`src/rtl/mipi_pkg.sv`:
```
// Shared constants, types and helpers for the MIPI receive / job dispatch path.
package mipi_pkg;
    localparam logic [23:0] SOF_A = 24'hEAFF99;
    localparam logic [23:0] SOF_B = 24'h99FFEA;
    localparam int          CNT_W = 16;

    typedef enum logic {
        IDLE   = 1'b0,
        SELECT = 1'b1
    } disp_state_t;

    function automatic int job_width(input int dlen);
        return dlen * 8;
    endfunction

    function automatic logic [CNT_W-1:0] sat_inc(input logic [CNT_W-1:0] v);
        return (v == {CNT_W{1'b1}}) ? v : v + CNT_W'(1);
    endfunction
endpackage

```
`src/rtl/mipi_job_dispatcher_if.sv`:
```
// Receiver, core and status signals of the job dispatcher bundled as one interface.
interface mipi_job_dispatcher_if #(
    parameter int DLEN      = 6,
    parameter int NUM_CORES = 4
);
    localparam int JW = mipi_pkg::job_width(DLEN);

    logic                        receiving;
    logic                        data_available;
    logic [JW-1:0]               data;
    logic [NUM_CORES-1:0]        core_busy;
    logic [NUM_CORES-1:0]        core_start;
    logic [JW-1:0]               core_job;
    logic                        rx_resync;
    logic [mipi_pkg::CNT_W-1:0]  jobs_rx;
    logic [mipi_pkg::CNT_W-1:0]  jobs_dropped;
    logic [mipi_pkg::CNT_W-1:0]  rx_timeouts;
    logic [1:0]                  buf_level;

    modport slave (
        input  receiving, data_available, data, core_busy,
        output core_start, core_job, rx_resync, jobs_rx, jobs_dropped, rx_timeouts, buf_level
    );

    modport master (
        output receiving, data_available, data, core_busy,
        input  core_start, core_job, rx_resync, jobs_rx, jobs_dropped, rx_timeouts, buf_level
    );
endinterface

```
`src/rtl/mipi_job_dispatcher_rr_idle_picker.sv`:
```
// Round-robin first-eligible search starting just after i_ptr; purely combinational.
module rr_idle_picker #(
    parameter int N = 4
) (
    input  logic [N-1:0]         i_elig,
    input  logic [$clog2(N)-1:0] i_ptr,
    output logic [N-1:0]         o_grant,
    output logic [$clog2(N)-1:0] o_idx,
    output logic                 o_found
);
    localparam int IW = $clog2(N);

    always_comb begin
        logic          w_hit;
        logic [IW-1:0] w_j;
        w_hit   = 1'b0;
        w_j     = '0;
        o_grant = '0;
        o_idx   = '0;
        for (int k = 1; k <= N; k++) begin
            w_j = IW'((int'(i_ptr) + k) % N);
            if (!w_hit && i_elig[w_j]) begin
                w_hit      = 1'b1;
                o_grant[w_j] = 1'b1;
                o_idx      = w_j;
            end
        end
        o_found = w_hit;
    end
endmodule

```
`src/rtl/mipi_job_dispatcher.sv`:
```
// Buffers completed MIPI payloads (2 deep), dispatches them round-robin to idle
// miner cores, and watches the receiver for frames that never end.
module mipi_job_dispatcher
    import mipi_pkg::*;
#(
    parameter int DLEN       = 6,
    parameter int NUM_CORES  = 4,
    parameter int RX_TIMEOUT = 1024,
    parameter int BUSY_WAIT  = 4
) (
    input  logic                  rx_pixel_clk,
    input  logic                  reset,
    mipi_job_dispatcher_if.slave  bus
);
    localparam int JW = job_width(DLEN);
    localparam int IW = $clog2(NUM_CORES);
    localparam int PW = $clog2(BUSY_WAIT + 1);
    localparam int WW = $clog2(RX_TIMEOUT + 1);

    disp_state_t                     r_state, w_state_nxt;
    logic                            r_dav;
    logic [JW-1:0]                   r_mem [2];
    logic                            r_rd, r_wr;
    logic [1:0]                      r_level, w_level_nxt;
    logic [NUM_CORES-1:0]            r_core_start;
    logic [JW-1:0]                   r_core_job;
    logic [IW-1:0]                   r_rr;
    logic [NUM_CORES-1:0][PW-1:0]    r_pend;
    logic [WW-1:0]                   r_wd;
    logic                            r_resync;
    logic [CNT_W-1:0]                r_jobs_rx, r_jobs_dropped, r_timeouts;

    logic                            w_push, w_pop, w_accept, w_drop, w_found;
    logic [NUM_CORES-1:0]            w_elig, w_grant;
    logic [IW-1:0]                   w_idx;
    logic [JW-1:0]                   w_head;

    assign w_push   = bus.data_available & ~r_dav;
    assign w_accept = w_push & ((r_level != 2'd2) | w_pop);
    assign w_drop   = w_push & (r_level == 2'd2) & ~w_pop;
    assign w_head   = r_mem[r_rd];

    // A core is masked both while busy and for a short window after its start,
    // so a core that is slow to raise core_busy is not handed a second job.
    always_comb begin
        w_elig = '0;
        for (int i = 0; i < NUM_CORES; i++)
            w_elig[i] = ~bus.core_busy[i] & (r_pend[i] == '0);
    end

    rr_idle_picker #(.N(NUM_CORES)) u_pick (
        .i_elig  (w_elig),
        .i_ptr   (r_rr),
        .o_grant (w_grant),
        .o_idx   (w_idx),
        .o_found (w_found)
    );

    always_comb begin
        w_state_nxt = r_state;
        w_pop       = 1'b0;
        case (r_state)
            IDLE:   if (r_level != 2'd0) w_state_nxt = SELECT;
            SELECT: if (w_found && r_level != 2'd0) begin
                        w_pop = 1'b1;
                        // a pop always makes room, so the only way to empty is level 1 with no push
                        w_state_nxt = (r_level == 2'd1 && !w_push) ? IDLE : SELECT;
                    end
            default: w_state_nxt = IDLE;
        endcase
    end

    always_comb begin
        w_level_nxt = r_level;
        if (w_accept && !w_pop)      w_level_nxt = r_level + 2'd1;
        else if (!w_accept && w_pop) w_level_nxt = r_level - 2'd1;
    end

    always_ff @(posedge rx_pixel_clk) begin
        if (reset) begin
            r_state        <= IDLE;
            r_dav          <= 1'b0;
            r_rd           <= 1'b0;
            r_wr           <= 1'b0;
            r_level        <= 2'd0;
            r_core_start   <= '0;
            r_core_job     <= '0;
            r_rr           <= IW'(NUM_CORES - 1);
            r_pend         <= '0;
            r_wd           <= '0;
            r_resync       <= 1'b0;
            r_jobs_rx      <= '0;
            r_jobs_dropped <= '0;
            r_timeouts     <= '0;
        end else begin
            r_state <= w_state_nxt;
            r_dav   <= bus.data_available;
            r_level <= w_level_nxt;
            if (w_accept) begin
                r_mem[r_wr] <= bus.data;
                r_wr        <= ~r_wr;
                r_jobs_rx   <= sat_inc(r_jobs_rx);
            end
            if (w_drop)
                r_jobs_dropped <= sat_inc(r_jobs_dropped);
            r_core_start <= w_pop ? w_grant : '0;
            if (w_pop) begin
                r_rd       <= ~r_rd;
                r_core_job <= w_head;
                r_rr       <= w_idx;
            end
            for (int i = 0; i < NUM_CORES; i++) begin
                if (w_pop && w_grant[i])      r_pend[i] <= PW'(BUSY_WAIT);
                else if (bus.core_busy[i])    r_pend[i] <= '0;
                else if (r_pend[i] != '0)     r_pend[i] <= r_pend[i] - PW'(1);
            end
            r_resync <= 1'b0;
            if (!bus.receiving) begin
                r_wd <= '0;
            end else if (r_wd == WW'(RX_TIMEOUT - 1)) begin
                r_wd       <= '0;
                r_resync   <= 1'b1;
                r_timeouts <= sat_inc(r_timeouts);
            end else begin
                r_wd <= r_wd + WW'(1);
            end
        end
    end

    assign bus.core_start   = r_core_start;
    assign bus.core_job     = r_core_job;
    assign bus.rx_resync    = r_resync;
    assign bus.jobs_rx      = r_jobs_rx;
    assign bus.jobs_dropped = r_jobs_dropped;
    assign bus.rx_timeouts  = r_timeouts;
    assign bus.buf_level    = r_level;
endmodule

```
`src/flat_wrapper.sv`:
```
// flat-port wrapper written by rule: the top's interface ports become plain ports
module mipi_job_dispatcher_flat import mipi_pkg::*;
#(
    parameter int DLEN       = 6,
    parameter int NUM_CORES  = 4,
    parameter int RX_TIMEOUT = 1024,
    parameter int BUSY_WAIT  = 4
)
  (rx_pixel_clk, reset, bus_receiving, bus_data_available, bus_data, bus_core_busy, bus_core_start, bus_core_job, bus_rx_resync, bus_jobs_rx, bus_jobs_dropped, bus_rx_timeouts, bus_buf_level);
  mipi_job_dispatcher_if #(.DLEN(DLEN), .NUM_CORES(NUM_CORES)) bus_i ();
  input  logic rx_pixel_clk;
  input  logic reset;
  input wire logic [$bits(bus_i.receiving)-1:0] bus_receiving;
  input wire logic [$bits(bus_i.data_available)-1:0] bus_data_available;
  input wire logic [$bits(bus_i.data)-1:0] bus_data;
  input wire logic [$bits(bus_i.core_busy)-1:0] bus_core_busy;
  output wire logic [$bits(bus_i.core_start)-1:0] bus_core_start;
  output wire logic [$bits(bus_i.core_job)-1:0] bus_core_job;
  output wire logic [$bits(bus_i.rx_resync)-1:0] bus_rx_resync;
  output wire logic [$bits(bus_i.jobs_rx)-1:0] bus_jobs_rx;
  output wire logic [$bits(bus_i.jobs_dropped)-1:0] bus_jobs_dropped;
  output wire logic [$bits(bus_i.rx_timeouts)-1:0] bus_rx_timeouts;
  output wire logic [$bits(bus_i.buf_level)-1:0] bus_buf_level;
  assign bus_i.receiving = bus_receiving;
  assign bus_i.data_available = bus_data_available;
  assign bus_i.data = bus_data;
  assign bus_i.core_busy = bus_core_busy;
  assign bus_core_start = bus_i.core_start;
  assign bus_core_job = bus_i.core_job;
  assign bus_rx_resync = bus_i.rx_resync;
  assign bus_jobs_rx = bus_i.jobs_rx;
  assign bus_jobs_dropped = bus_i.jobs_dropped;
  assign bus_rx_timeouts = bus_i.rx_timeouts;
  assign bus_buf_level = bus_i.buf_level;
  mipi_job_dispatcher #(.DLEN(DLEN), .NUM_CORES(NUM_CORES), .RX_TIMEOUT(RX_TIMEOUT), .BUSY_WAIT(BUSY_WAIT)) u_core (.rx_pixel_clk(rx_pixel_clk), .reset(reset), .bus(bus_i));
endmodule
```
`config.mk`:
```
export PLATFORM = sky130hd
export DESIGN_NAME = mipi_job_dispatcher_flat
export DESIGN_NICKNAME = d
export VERILOG_FILES = /design/src/rtl/mipi_pkg.sv /design/src/rtl/mipi_job_dispatcher_if.sv /design/src/rtl/mipi_job_dispatcher_rr_idle_picker.sv /design/src/rtl/mipi_job_dispatcher.sv /design/src/flat_wrapper.sv
export SDC_FILE = /design/constraint.sdc
export NUM_CORES = 1
export LEC_CHECK = 0
export CORE_MARGIN = 2
export CORE_UTILIZATION = 50
export DETAILED_ROUTE_END_ITERATION = 8
export PLACE_DENSITY = 0.76
export RECOVER_POWER = 50
export SYNTH_ARGS = -nofsm -noshare
export SYNTH_HDL_FRONTEND = slang
export SYNTH_SLANG_ARGS = --single-unit
```
`constraint.sdc`:
```
create_clock -name rx_pixel_clk -period 10 [get_ports rx_pixel_clk]
set_input_delay 2 -clock rx_pixel_clk [delete_from_list [all_inputs] [get_ports rx_pixel_clk]]
set_output_delay 2 -clock rx_pixel_clk [all_outputs]
set_load 0.005 [all_outputs]
```
After elaboration in Yosys (flattened, before gate mapping)
Memories as Yosys holds them, arrays and structs flattened. A register that Yosys moved wholly into a read port is not among the register bits.
Index checks and enable logic that the tools add are counted.

word-level totals
  flip-flop bits (word level) = 84
  memory bits (writable) = 96
  input bits = 56
  output and inout port bits = 103
  logic and storage cells = 172
  memories = 1

memories
  name          words  width  read ports  clocked after Yosys merged registers in  write ports  RTL line                   source
  u_core.r_mem  2      48     1           1                                        1            mipi_job_dispatcher.sv:22  logic [JW-1:0] r_mem [2];

cells by class
  add/sub/neg operators = 14
  magnitude comparators = 8
  equal/unequal tests = 7
  multiplexer cells = 52
  bitwise logic cells = 25
  reduce and logical (&&, ||, !) cells = 45

operators by type and width
  cell                                                        number
  adder 16 x 1 -> 16 bit, second input constant               3
  equality test 16 bit, second input constant                 3
  2-to-1 mux 3 bit                                            12
  nonzero test 3 bit                                          8
  2-to-1 mux 1 bit                                            21
  2-to-1 mux 4 bit                                            4
  logical AND 1 bit                                           15
  OR reduction 3 bit                                          5
  NOT 1 bit                                                   13
  logical NOT 3 bit                                           4
  less-than comparator 2 x 3 -> 1 bit, second input constant  4
  2-to-1 mux 2 bit                                            6
  OR 4 bit                                                    3
  subtractor 3 x 1 -> 3 bit, second input constant            4
  adder 11 x 1 -> 11 bit, second input constant               1
  equality test 11 x 10 -> 1 bit, second input constant       1
  bitwise AND 1 bit                                           8
  binary-select mux 1 bit (select 2 bit)                      4
  demux 1 bit (select 2 bit)                                  4
  >= comparator 2 x 1 -> 1 bit, second input constant         4
  adder 2 x 1 -> 2 bit, second input constant                 3
  logical NOT 1 bit                                           6
  adder 2 bit, second input constant                          2
  AND reduction 2 bit                                         2
  other kinds (9)                                             11

Logic depth before layout (Yosys ltp)
Gate-level depths: netlist (run 1).

  depth after elaboration = 23
  gate-level depth with buffers = 13
  mapped depth without buffers = 12

Modules after synthesis
Synthesis (run 1) repeated with hierarchy kept, for this count alone.

second synthesis, totals
  cells, all modules = 887
  area, all modules = 9759.4 µm²

modules (own cells, without submodules)
  module               instances  cells an instance  area an instance (µm²)
  mipi_job_dispatcher  1          801                9130.0
  rr_idle_picker       1          86                 629.4

Worst setup path before layout (run 1)
No wires, ideal clock.

  kind = input to register
  start = input bus_core_busy[3]
  end = memory u_core.r_mem[0][0] in the netlist's numbering, enable pin
  library setup time = 0.523 ns
  arrival = 6.554 ns
  data required time = 9.477 ns
  path slack = 2.923 ns
  stages = 6
  path buffers = 1
  cell sequence = nand2b_1 buf_4 a41oi_4 inv_2 a21oi_1 nor3b_1

on the way
  word-level cells in the longest chain between the ends = 22
  elaborated cells between the ends (all ways) = 28
  classes of those cells = 17 x mux; 4 x bitwise; 7 x reduce/logical

ends and longest elaborated chain
  item                                        RTL line                                  source
  start, declared                             flat_wrapper.sv:16                        input wire logic [$bits(bus_i.core_busy)-1:0] bus_core_busy;
  NOT 1 bit (*)                               mipi_job_dispatcher.sv:48                 w_elig[i] = ~bus.core_busy[i] & (r_pend[i] == '0);
  bitwise AND 1 bit (*)                       mipi_job_dispatcher.sv:48
  binary-select mux 1 bit (select 2 bit)      mipi_job_dispatcher_rr_idle_picker.sv:22  if (!w_hit && i_elig[w_j]) begin
  2-to-1 mux 1 bit (implied by the code)      mipi_job_dispatcher_rr_idle_picker.sv:22
  2-to-1 mux 1 bit                            mipi_job_dispatcher_rr_idle_picker.sv:22
  logical NOT 1 bit                           mipi_job_dispatcher_rr_idle_picker.sv:22
  logical AND 1 bit                           mipi_job_dispatcher_rr_idle_picker.sv:22
  2-to-1 mux 1 bit                            mipi_job_dispatcher_rr_idle_picker.sv:22
  [6 not listed]                              --
  logical AND 1 bit (*)                       mipi_job_dispatcher.sv:64                 SELECT: if (w_found && r_level != 2'd0) begin
  2-to-1 mux 1 bit (*)                        mipi_job_dispatcher.sv:64
  2-to-1 mux 1 bit (*)                        mipi_job_dispatcher.sv:62                 case (r_state)
  OR 1 bit (*)                                mipi_job_dispatcher.sv:39                 assign w_accept = w_push & ((r_level != 2'd2) | w_pop);
  bitwise AND 1 bit (*)                       mipi_job_dispatcher.sv:39
  2-to-1 mux 1 bit (*)                        mipi_job_dispatcher.sv:99                 if (w_accept) begin
  2-to-1 mux 1 bit (*)                        mipi_job_dispatcher.sv:80                 if (reset) begin
  2-to-1 mux 1 bit (implied by the code) (*)  mipi_job_dispatcher.sv:100                r_mem[r_wr] <= bus.data;
  end, declared                               mipi_job_dispatcher.sv:22

Every way passes the cells marked *; elsewhere a longest branch is shown, timed or not. The select of a mux whose other input is x is not followed.

Worst setup path in the final report (run 1)
  start = input reset
  end = register u_core.r_jobs_rx[6], in the netlist u_core.bus.jobs_rx[6]

RTL lines
  item                  RTL line                    source
  start, declared       flat_wrapper.sv:12          input logic reset;
  end signal, assigned  mipi_job_dispatcher.sv:102  r_jobs_rx <= sat_inc(r_jobs_rx);
  end, declared         mipi_job_dispatcher.sv:31   logic [CNT_W-1:0] r_jobs_rx, r_jobs_dropped, r_timeouts;

No word-level cell between the ends.

==> reports/metrics.cfg, run 1 <==
[run_status]
status = complete, but fails checks
violations = capacitance limit, slew limit

[pwr]
power_density_nw_per_um2 = 217
seqPwrFrac_pct = 44.3
pwr-share-comb_pct = 21.2
p_int_mw = 1.87
p_clk_share_pct = 34.5
leakagePower_nw = 4.34
swShare_pct = 27.3
p_switching_mw = 0.703
ir_drop_v = 0.000165

[logic_synthesis]
netlist_instances = 824
synth_top_area_share_pct = 30.9
yosysWarnings = 0
syn_area_sq_um = 9330
synth_cell_types = 50
syn_area_per_cell_sq_um = 11.3
ys_seq_area_share_pct = 59.2
synth_edf_count = 96
syn_nets = 908
synthArstFlopShare_pct = 0
synth_area_leaders = edfxtp_1 31%, dfxtp_1 28%, mux2i_1 5.8%
synth_top_area_cell = edfxtp_1
ys_seq_elements = 228
synthFlopType = dfxtp_1

[placed_design]
gp_congestion = 0.863
hpwl_microns = 12700
io_buffers = 158
pre_cts_ws_ps = 4200

[timing]
finalCriticalPeriod_ps = 6010
rsz0062_at_grt = no
timing.fmax_mhz = 166
slew_violations = 86
hold_viol = 0
fin_tns_setup_ps = 0
worstMarginPinSlew_ps = 4030
fin_ws_ps = 3990
final.setup_skew_ps = 21.9
final-setup-viol-count = 0
slew_headroom_pct = -169
finalCritPeriodShare_pct = 60.1

[die]
fp.dieW_microns = 141
coreArea_sq_um = 18100
io_pins = 159
rows = 49
start_util_pct = 51.4
dieArea_sq_um = 19800
die_y_microns = 141

[layout]
nFillCells = 1393
nets = 1058
seq_area_sq_um = 5530
layout-drive-gt1-share_pct = 5.15
synthToLayoutAreaGrowth_pct = 27.4
multi_input_area_sq_um = 3530

[route]
drtIter0Drc = 319
wl_per_cell_microns = 16.2
via_per_inst = 5.45
firstDrtPassIters = 4
antenna_left = 0
num_vias = 6654
drc_errors = 0
wl_microns = 19800

[grt]
grt_pass1_vias = 6319
grt_use_total_pct = 19.7
grt_pass1_wl_microns = 32000
grt_overflow = 0
grt_max_degree = 101
antenna_found_initial = 5

[clocking]
cts.path.max_buffers = 3
clkLatencyLatePin_ps = 520
hold_buffers = 0
cts_buffers = 24
htree_levels = 1
cts.sink_count = 228
cts_resized = 0
post_cts_buffers = 0
cts.reportedPaths.clkPinSlew_ps = 60
tritoncts = built
clk_root_buffer_cell = clkbuf_16

[critical_path]
required_ps = 10210
cp_data_arrival_time_ps = 6220
critPathLaunchType = input port
crit_fanout = 85
worstSetupPathType = input port to flop
critPathCaptureType = flop

[hold_path]
min_path_type = flop to flop

[job]
maxCapViolCount = 1

==> cell usage in the layout, fill, tap and decap left out, types with 14 or more instances in the layout <==
| cell | count |
|---|---|
| o21ai_0 | 14 |
| nand3_1 | 33 |
| a21oi_1 | 22 |
| inv_1 | 32 |
| clkdlybuf4s50_1 | 20 |
| ha_1 | 28 |
| mux2i_1 | 54 |
| edfxtp_1 | 96 |
| nand4_1 | 20 |
| xnor2_1 | 21 |
| a211oi_1 | 50 |
| nor2_1 | 118 |
| xor2_1 | 30 |
| nand2_1 | 31 |
| dlygate4sd3_1 | 137 |
| clkbuf_16 | 24 |
| dfxtp_1 | 131 |
==> final cells by class <==
cell class              count  share of cell area [%]
multi-input cells         522                    29.7
flip-flops and latches    228                    46.5
repair buffers            164                    13.6
diodes                      2                  0.0421
clock buffers              34                    5.53
clock inverters             9                    1.20
well taps                 229                    2.41
inverters                  34                    1.07
==> critical path, stage by stage <==
cell and delay [ps]:
clkbuf_1 1030, clkbuf_1 2910, nor2_1 240
==> cells by family (layout without fill, tap and decap cells) <==
group / count (synthesis) / in the layout / synth area share [%]
adder cells (fa/ha/maj): 28 / 28 / 3.75
AND/OR/NAND/NOR: 269 / 269 / 13.8
flip-flops: 228 / 228 / 59.2
AO/OA/AOI/OAI: 118 / 118 / 9.20
other: 0 / 2 / 0
XOR/XNOR: 51 / 51 / 4.79
multiplexers: 56 / 56 / 6.27
buffers and inverters: 74 / 241 / 3.03
==> metrics by stage <==
step	cell area (sq um)	hold WS (ps)	power, mW	cells	util, %
after floorplan	9330	423	1.50	824	-
after global placement	11100	439	1.72	1177	61.1
after detailed placement	11100	445	1.73	1177	61.1
after CTS	11900	458	2.63	1220	65.6
after global routing	11900	468	2.70	1221	65.5
final	11900	460	2.58	1222	65.5
==> sequential cells by signal (all words and copies together), names as in the netlist, 2 cells and up <==
name,count
u_core.r_mem,96
u_core.r_pend,12
u_core.bus.jobs_rx,16
u_core.bus.jobs_dropped,16
u_core.bus.buf_level,2
u_core.bus.rx_timeouts,16
u_core.r_rr,2
u_core.r_wd,11
u_core.bus.core_start,4
u_core.bus.core_job,48
==> worst paths after layout <==
path,startpoint,end,slack (ps),cells after the start
min,u_core.r_wd[0]$_SDFF_PP0_,u_core.r_wd[0]$_SDFF_PP0_,460,1
min reg2reg,u_core.r_wd[0]$_SDFF_PP0_,u_core.r_wd[0]$_SDFF_PP0_,460,1
max reg2reg,u_core.r_pend[9]$_SDFFE_PP0P_,u_core.r_mem[0][28]$_DFFE_PP_,5860,10
max,reset,u_core.bus.jobs_rx[6]$_SDFFE_PP0P_,3990,3
==> synthesized netlist by cell type (2+ instances only) <==
library cell and count:
inv_1 32, o21ai_0 14, nor3b_1 2, a31oi_1 2, a22oi_1 4, buf_1 5
ha_1 28, and3_1 11, o2111ai_1 2, nand3_1 33, nor2_1 118, xnor2_1 21
o221ai_1 4, or3_1 12, and4_1 6, a21oi_1 22, dfxtp_1 132, nand2_1 31
nand4_1 20, a311oi_1 3, mux4_2 2, a211oi_1 50, clkbuf_1 33, nor3_1 11
nand2b_1 5, edfxtp_1 96, o32ai_1 4, nor2b_1 7, xor2_1 30, mux2i_1 54
o221a_2 4, o211ai_1 3, nor4_1 6
==> power by group through the flow <==
| stage | clock network, mW | logic, mW | registers [mW] |
|---|---|---|---|
| after detailed placement | 0 | 0.572 | 1.16 |
| after floorplan | 0 | 0.346 | 1.15 |
| after global routing | 0.944 | 0.606 | 1.16 |
| final | 0.889 | 0.546 | 1.14 |
| after global placement | 0 | 0.559 | 1.16 |
| after CTS | 0.906 | 0.577 | 1.15 |
==> metal layers <==
metal,track usage [%],vias to the layer above,part of all wire (%),wire length [microns]
met3,4.48,34,6.0,1200
li1,-,3289,-,-
met1,27.2,3142,45,8980
met5,0,-,0.16,32
met2,32.1,183,47,9300
met4,4.37,6,1.6,323
Power figures use the tool's default switching activity.
==> inputs of run 2 (changes only) <==
--- a/config.mk
+++ b/config.mk
@@ -6,7 +6,7 @@
 export NUM_CORES = 1
 export LEC_CHECK = 0
 export CORE_MARGIN = 2
-export CORE_UTILIZATION = 50
+export CORE_UTILIZATION = 48
 export DETAILED_ROUTE_END_ITERATION = 8
 export PLACE_DENSITY = 0.76
 export RECOVER_POWER = 50
==> constraint.sdc (replaced) <==
create_clock -name rx_pixel_clk -period 5.05 [get_ports rx_pixel_clk]
set_input_delay 1.01 -clock rx_pixel_clk [delete_from_list [all_inputs] [get_ports rx_pixel_clk]]
set_output_delay 1.01 -clock rx_pixel_clk [all_outputs]
set_load 0.005 [all_outputs]
==> run 2 against run 1 <==
The run still ends with capacitance limit, slew limit left. Sequential cell count is the same. Via count shrank 0.29%. Total power grew 94%. Routed wire length shrank 1.5%. Critical path depth grew 1. Largest power group unchanged.
==> reports/metrics.cfg, run 2 (same netlist as run 1, synthesis figures left out) <==
[critical_path]
slowest_delay_ps = 1830  ; was 2910 ps
crit_slowest_cell = clkbuf_1  ; unchanged
critPathLaunchType = input port  ; unchanged
critPathLaunch = reset  ; unchanged
critPathCaptureType = flop  ; unchanged
cp_cell_sequence = clkbuf_1 -> inv_1 -> and3_2 -> buf_4  ; was clkbuf_1 -> clkbuf_1 -> nor2_1
path_delay_family = buffers and inverters  ; unchanged
path_buf_inv = 3  ; was 2
cp_data_arrival_time_ps = 4390  ; was 6220 ps
required_ps = 5240  ; was 10210 ps
worstSetupPathType = input port to flop  ; unchanged
crit_fanout = 52  ; was 85
rr_startpoint = u_core.r_pend[9]$_SDFFE_PP0P_  ; unchanged

[job]
maxCapViolCount = 1  ; unchanged

[layout]
synthToLayoutAreaGrowth_pct = 27.7  ; was 27.4%
final_common_cell = dlygate4sd3_1  ; unchanged
fin_util_pct = 61.8  ; was 65.5%
final_cells = 1257  ; was 1222
final_area_sq_um = 11900  ; about the same
largest_reg_flops = 96  ; unchanged
nets = 1058  ; unchanged
layout-drive-gt1-share_pct = 5.36  ; was 5.15%
nFillCells = 1567  ; was 1393
final_cell_mix = 141 x dlygate4sd3_1, 131 x dfxtp_1, 118 x nor2_1, 96 x edfxtp_1, 54 x mux2i_1  ; was 137 x dlygate4sd3_1, 131 x dfxtp_1, 118 x nor2_1, 96 x edfxtp_1, 54 x mux2i_1
largest_register = u_core.r_mem  ; unchanged

[run_status]
status = complete, but fails checks  ; unchanged
violations = capacitance limit, slew limit  ; unchanged

[grt]
grt_pass1_wl_microns = 31400  ; was 32000 microns
grt_use_total_pct = 18.8  ; was 19.7%
antenna_found_initial = 4  ; was 5
grt_overflow = 0  ; unchanged
grt_max_degree = 98  ; was 101
grt_pass1_vias = 6260  ; was 6319

[clocking]
cts_resized = 0  ; unchanged
cts_buffers = 24  ; unchanged
post_cts_buffers = 0  ; unchanged
htree_levels = 1  ; unchanged
hold_buffers = 0  ; unchanged
tritoncts = built  ; unchanged
clk_root_buffer_cell = clkbuf_16  ; unchanged
cts.sink_count = 228  ; unchanged
cts.reportedPaths.clkPinSlew_ps = 50  ; was 60 ps
clkLatencyLatePin_ps = 530  ; was 520 ps
cts.path.max_buffers = 3  ; unchanged

[pwr]
power_density_nw_per_um2 = 420  ; was 217 nW/um^2
leakagePower_nw = 4.36  ; was 4.34 nW
p_clk_share_pct = 33.4  ; was 34.5%
p_int_mw = 3.63  ; was 1.87 mW
swShare_pct = 27.6  ; was 27.3%
seqPwrFrac_pct = 45.2  ; was 44.3%
ir_drop_v = 0.000281  ; was 0.000165 V
pwr-share-comb_pct = 21.4  ; was 21.2%
p_switching_mw = 1.38  ; was 0.703 mW

[die]
coreArea_sq_um = 19300  ; was 18100 sq um
io_pins = 159  ; unchanged
start_util_pct = 48.4  ; was 51.4%
die_y_microns = 143  ; was 141 microns
fp.dieW_microns = 143  ; was 141 microns
rows = 51  ; was 49
dieArea_sq_um = 20600  ; was 19800 sq um

[timing]
final-setup-viol-count = 0  ; unchanged
hold_viol = 0  ; unchanged
finalCritPeriodShare_pct = 83.0
timing.fmax_mhz = 239
slew_violations = 53  ; was 86
rsz0062_at_grt = no  ; unchanged
slew_headroom_pct = -75.6  ; was -169%
fin_tns_setup_ps = 0  ; unchanged
fin_ws_ps = 858  ; was 3990 ps
finalCriticalPeriod_ps = 4190
final.setup_skew_ps = 19.3  ; was 21.9 ps
worstMarginPinSlew_ps = 2630  ; was 4030 ps

[route]
num_vias = 6635  ; was 6654
drc_errors = 0  ; unchanged
via_per_inst = 5.28  ; was 5.45
drtIter0Drc = 358  ; was 319
firstDrtPassIters = 4  ; unchanged
antenna_left = 0  ; unchanged
wl_microns = 19500  ; was 19800 microns
wl_per_cell_microns = 15.5  ; was 16.2 microns

[placed_design]
placed_area_sq_um = 11100  ; about the same
pre_cts_ws_ps = 1000  ; was 4200 ps
hpwl_microns = 12800  ; was 12700 microns
gp_congestion = 0.894  ; was 0.863
place_inst = 1213  ; was 1177
io_buffers = 158  ; unchanged

[hold_path]
min_from = u_core.r_wd[0]$_SDFF_PP0_  ; unchanged
min_path_type = flop to flop  ; unchanged

-- run 2: changes by cell type in the layout (fill, tap and decap cells not counted), moves of 2 or more --
cell / change
bufinv_16: -3
clkbuf_1: -3
clkbuf_8: +5
clkdlybuf4s50_1: -4
clkinv_2: -2
dlygate4sd3_1: +4
-- run 2: routing by layer --
metal,vias to the layer above,GRT usage (%),share of wire (%)
met2,165,30.4,46
met5,-,0,0.056
met3,34,4.77,6.8
met4,2,5.26,2.1
li1,3296,-,-
met1,3138,25.2,45
-- run 2: path summary, 6_finish.rpt --
| kind | endpoint | depth (start not counted) | slack [ps] |
|---|---|---|---|
| worst max-delay path | u_core.r_mem[1][23]$_DFFE_PP_ | 4 | 860 |
| worst min-delay path | u_core.r_wd[0]$_SDFF_PP0_ | 1 | 460 |
| worst max register to register | u_core.r_mem[0][23]$_DFFE_PP_ | 9 | 1710 |
| worst min register to register | u_core.r_wd[0]$_SDFF_PP0_ | 1 | 460 |
-- run 2: metrics by stage --
step,total power [mW],hold slack (ps)
floorplan,2.96,423
global placement,3.41,444
detailed placement,3.43,456
CTS,5.12,464
global route,5.26,483
finish,5.01,464
-- run 2: worst reg2reg max path, delay by kind of cell (launching register included) --
family / cells / cell delay, ps
and+or+nand+nor: 2 / 490
buffers and inverters: 3 / 770
adders and majority gates: 2 / 450
DFF: 1 / 310
AOI/OAI and AO/OA: 2 / 920
-- run 2: area by class of cell --
class                   count  area (sq um)  area share, %
repair buffers            164          1620           13.6
diodes                      3          7.51         0.0630
clock buffers              37           719           6.04
flip-flops and latches    228          5530           46.4
well taps                 265           332           2.78
multi-input cells         522          3540           29.7
clock inverters             4          47.5          0.399
inverters                  34           128           1.07
-- run 2: power by group through the flow --
stage	Combinational (mW)	Sequential [mW]	Clock, mW
5_1_grt	1.18	2.29	1.79
3_5_place_dp	1.12	2.30	0
3_3_place_gp	1.11	2.30	0
2_1_floorplan	0.686	2.27	0
6_report	1.07	2.27	1.67
4_1_cts	1.13	2.27	1.72
